$ cat src/rtl/cq_param.sv
// Parametrised synchronous circular queue with occupancy count, threshold flags and error pulses.
// Latency: dout registered 1 cycle after an accepted read; CQ_FWFT_EN gives first-word-fall-through (0 cycles).
// Backpressure: writes to a full queue are rejected (overflow pulse) unless a read is accepted in the same cycle.
module cq_param #(
  parameter int WIDTH     = 8,
  parameter int DEPTH     = 8,
  parameter int AF_THRESH = DEPTH - 2,
  parameter int AE_THRESH = 1,
  localparam int AW = $clog2(DEPTH),
  localparam int CW = $clog2(DEPTH + 1)
) (
  input  logic             clk,
  input  logic             reset,
  input  logic             wr,
  input  logic             rd,
  input  logic [WIDTH-1:0] din,
  output logic [WIDTH-1:0] dout,
  output logic             empty,
  output logic             full,
  output logic             almost_empty,
  output logic             almost_full,
  output logic [CW-1:0]    count,
  output logic             overflow,
  output logic             underflow
);

  logic [WIDTH-1:0] mem [DEPTH];
  logic [AW-1:0]    wr_ptr;
  logic [AW-1:0]    rd_ptr;
  logic [CW-1:0]    count_nxt;
  logic             rd_acc;
  logic             wr_acc;

  // A read frees a slot this cycle, so a full queue may still take a write.
  assign rd_acc = rd & ~empty;
  assign wr_acc = wr & (~full | rd_acc);

  always_comb begin
    count_nxt = count;
    if (wr_acc && !rd_acc)
      count_nxt = count + CW'(1);
    else if (rd_acc && !wr_acc)
      count_nxt = count - CW'(1);
  end

  always_ff @(posedge clk) begin
    if (wr_acc && !reset)
      mem[wr_ptr] <= din;
  end

  // Flags track next-state count so they are valid right after the changing edge.
  always_ff @(posedge clk) begin
    if (reset) begin
      wr_ptr       <= '0;
      rd_ptr       <= '0;
      count        <= '0;
      empty        <= 1'b1;
      full         <= 1'b0;
      almost_empty <= 1'b1;
      almost_full  <= 1'b0;
      overflow     <= 1'b0;
      underflow    <= 1'b0;
    end else begin
      if (wr_acc)
        wr_ptr <= wr_ptr + AW'(1);
      if (rd_acc)
        rd_ptr <= rd_ptr + AW'(1);
      count        <= count_nxt;
      empty        <= (count_nxt == '0);
      full         <= (count_nxt == CW'(DEPTH));
      almost_empty <= (count_nxt <= CW'(AE_THRESH));
      almost_full  <= (count_nxt >= CW'(AF_THRESH));
      overflow     <= wr & ~wr_acc;
      underflow    <= rd & empty;
    end
  end

`ifdef CQ_FWFT_EN
  assign dout = empty ? '0 : mem[rd_ptr];
`else
  logic [WIDTH-1:0] dout_q;

  always_ff @(posedge clk) begin
    if (reset)
      dout_q <= '0;
    else if (rd_acc)
      dout_q <= mem[rd_ptr];
  end

  assign dout = dout_q;
`endif

endmodule

$ cat config.mk
export PLATFORM = sky130hd
export DESIGN_NAME = cq_param
export DESIGN_NICKNAME = d
export VERILOG_FILES = /design/src/rtl/cq_param.sv
export SDC_FILE = /design/constraint.sdc
export NUM_CORES = 1
export LEC_CHECK = 0
export CAP_MARGIN = 15
export CORE_AREA = 10 10 90 92
export CTS_CLUSTER_DIAMETER = 150
export CTS_CLUSTER_SIZE = 24
export DETAILED_ROUTE_END_ITERATION = 10
export DIE_AREA = 0 0 100 102
export PLACE_DENSITY = 0.78
export SYNTH_ARGS = -nofsm -noshare
export SYNTH_HDL_FRONTEND = slang
export SYNTH_SLANG_ARGS = --single-unit
export TNS_END_PERCENT = 20
$ cat constraint.sdc
create_clock -name clk -period 2.4 [get_ports clk]
set_input_delay 0.36 -clock clk [delete_from_list [all_inputs] [get_ports clk]]
set_output_delay 0.36 -clock clk [all_outputs]
set_load 0.05 [all_outputs]
==> reports/metrics.yaml <==
start_util_pct: 56.5
register_area_um2: 2400
ys_types: 44
startpoint_type: "flip-flop"
nFillCells: 477
grt_pass1_wl_um: 11100
final_nets: 289
drv_slew: 0
finalSetupTns_ns: 0
die_x_um: 100
dp_hpwl_um: 4600
cp_slowest_cell: "clkdlybuf4s50_1"
cts_inserted_buffers: 9
outcome: "complete, no violations"
drc: 0
synth-warning-count: 0
maxCapViolCount: 0
crit_chain: "clkdlybuf4s50_1"
grt_pass1_vias: 2159
worst-path-stages: 1
ant_nets: 0
cp_max_fo: 8
hold_viol: 0
path_class: "flip-flop to primary output"
cp-startpoint: "count[0]$_SDFF_PP0_"
rows: 29
synth_seq_cells: 88
cts_sinks: 88
fin_crit_sh_pct: 86.9
finalCriticalPeriod_ns: 2.08
cp.required_ns: 2.04
grtUsageTotal_pct: 14.2
holdCritStartpoint: "dout[6]$_SDFFE_PP0P_"
endpoint_kind: "primary output"
grt_max_degree: 19
wirelength_um: 6750
path_delay_family: "buffers and inverters"
gp_congestion: 0.844
num_vias: 2048
gr-total-overflow: 0
syn_to_final_growth_pct: 19.1
syn_nets: 240
synth-seq-area-share_pct: 67.7
synth_ff_type: "edfxtp_1"
synthCells: 224
powerDensity_nw_per_um2: 779
multiInputGateArea_um2: 1060
cts_resized: 0
r2r_cells: 5
core_area_um2: 6280
clockBufferDepth: 2
wl_per_cell_um: 19.0
leakagePower_uw: 0.00142
ir_drop_uv: 473
drt_pass1_iterations: 4
clkLatencyLatePin_ns: 0.35
die_h_um: 102
clock_skew_ns: 0.0123
tightestPinTransition_ns: 0.618
syn_area_per_cell_um2: 15.8
antenna_found_initial: 0
cts_tree: "built"
max_freq_mhz: 480
r2r_start: "count[0]$_SDFF_PP0_"
arrival_ns: 1.72
htreeDepth: 3
async_flop_share_pct: 0
slowest_delay_ns: 0.87
rsz0062_at_grt: "false"
io_buffer_count: 29
drtIter0Drc: 116
drive_above_1_share_pct: 21.6
synth_edf_count: 64
dp.cells: 339
cts_hold_buf: 0
dieArea_um2: 10200
synth_area_um2: 3550
final_cells: 355
cp_num_buf_inv: 1
min_path_cells: 2
n_antenna_cell: 0
io_pins: 30
setup_violations: 0
max_slew_margin_pct: 58.8
cts_root_buf: "clkbuf_8"
vias_per_cell: 5.77
clk_pin_slew_ns: 0.08
post_cts_buffers: 0
hold_class: "flip-flop to flip-flop"
## where the power goes
group          switching, uW  leakage [uW]  internal (uW)
registers               46.7      0.000775           1690
logic                    323      0.000548            230
clock network            493     0.0000993            508
## worst reg2reg max path: cells and delay by family, from the launching register on
family / cells / cell delay [ns]
flip-flops: 1 / 0.50
AND/OR/NAND/NOR: 1 / 0.49
AO/OA/AOI/OAI: 2 / 0.48
adder cells (fa/ha/maj): 1 / 0.34
buffers and inverters: 1 / 0.06
## layout make-up
cell class | count | area share (%)
Clock buffer | 11 | 3.35
Clock inverter | 5 | 1.33
Inverter | 5 | 0.444
Multi-Input combinational cell | 119 | 25.1
Sequential cell | 88 | 56.9
Tap cell | 77 | 2.28
Timing Repair Buffer | 50 | 10.6
## synth_stat cells, types with 2 or more instances
master	number	share of area, %
a211oi_1	2	0.42
a21oi_1	11	1.6
buf_2	3	0.42
buf_4	2	0.42
clkbuf_1	5	0.53
dfxtp_1	24	14
edfxtp_1	64	54
ha_1	4	1.4
inv_1	4	0.42
mux2i_1	10	2.8
mux4_2	16	10
nand2_1	6	0.64
nand2b_1	6	1.1
nand3_1	3	0.42
nor2_1	15	1.6
nor2b_1	3	0.53
nor3_1	6	0.85
o211ai_1	2	0.42
o21ai_0	9	1.3
xnor2_1	4	0.99
xor2_1	2	0.49
## cell families (layout without fill, tap and decap cells)
logic type / Yosys count / in the layout / share of synthesized area [%]
xor gates and xnor gates: 6 / 6 / 1.48
buffers and inverters: 17 / 71 / 2.33
and+or+nand+nor: 49 / 49 / 7.52
muxes: 27 / 27 / 13.3
DFF: 88 / 88 / 67.7
adders and majority gates: 4 / 4 / 1.41
AOI/OAI and AO/OA: 33 / 33 / 6.21
## metal layers
metal / wire length [um] / vias to the layer above / GRT usage (%)
li1: - / 960 / -
met1: 2830 / 1030 / 16.9
met2: 3480 / 46 / 23.2
met3: 296 / 12 / 3.58
met4: 137 / 0 / 8.15
met5: 0 / - / 0
## state kept, by name (all words and copies together) (netlist names)
name / cells
almost_empty: 1
almost_full: 1
count: 4
dout: 8
empty: 1
full: 1
mem: 64
overflow: 1
rd_ptr: 3
underflow: 1
wr_ptr: 3
## layout by cell type (no fill, tap or decap), drive strengths merged, types with 3 or more instances in the layout
cell type      count
nor2b              3
a211oi             3
xnor2              4
mux2i             10
mux4              16
a21oi             11
ha                 4
inv                5
nand2b             6
o21ai             10
nor2              15
clkbuf            11
clkinv             3
nand2              6
buf               21
dfxtp             24
edfxtp            64
clkdlybuf4s50     29
nand3              3
nor3               6
## final timing paths
check / endpoint / slack [ns]
worst min-delay path: dout[6]$_SDFFE_PP0P_ / 0.54
worst max-delay path: count[0] / 0.32
worst min register to register: dout[6]$_SDFFE_PP0P_ / 0.54
worst max register to register: empty$_SDFF_PP1_ / 0.44
## metrics by stage
stage	hold WS (ns)	area [um^2]	power (uW)	util [%]	worst slack (ns)
2_1_floorplan	0.459	3550	2150	-	0.0882
3_3_place_gp	0.521	4030	2320	64.1	0.275
3_5_place_dp	0.523	4030	2330	64.1	0.235
4_1_cts	0.540	4220	3330	67.3	0.292
5_1_grt	0.576	4220	3430	67.3	0.264
6_report	0.539	4220	3290	67.3	0.315
Note: power is estimated with default switching activity, not from simulation.
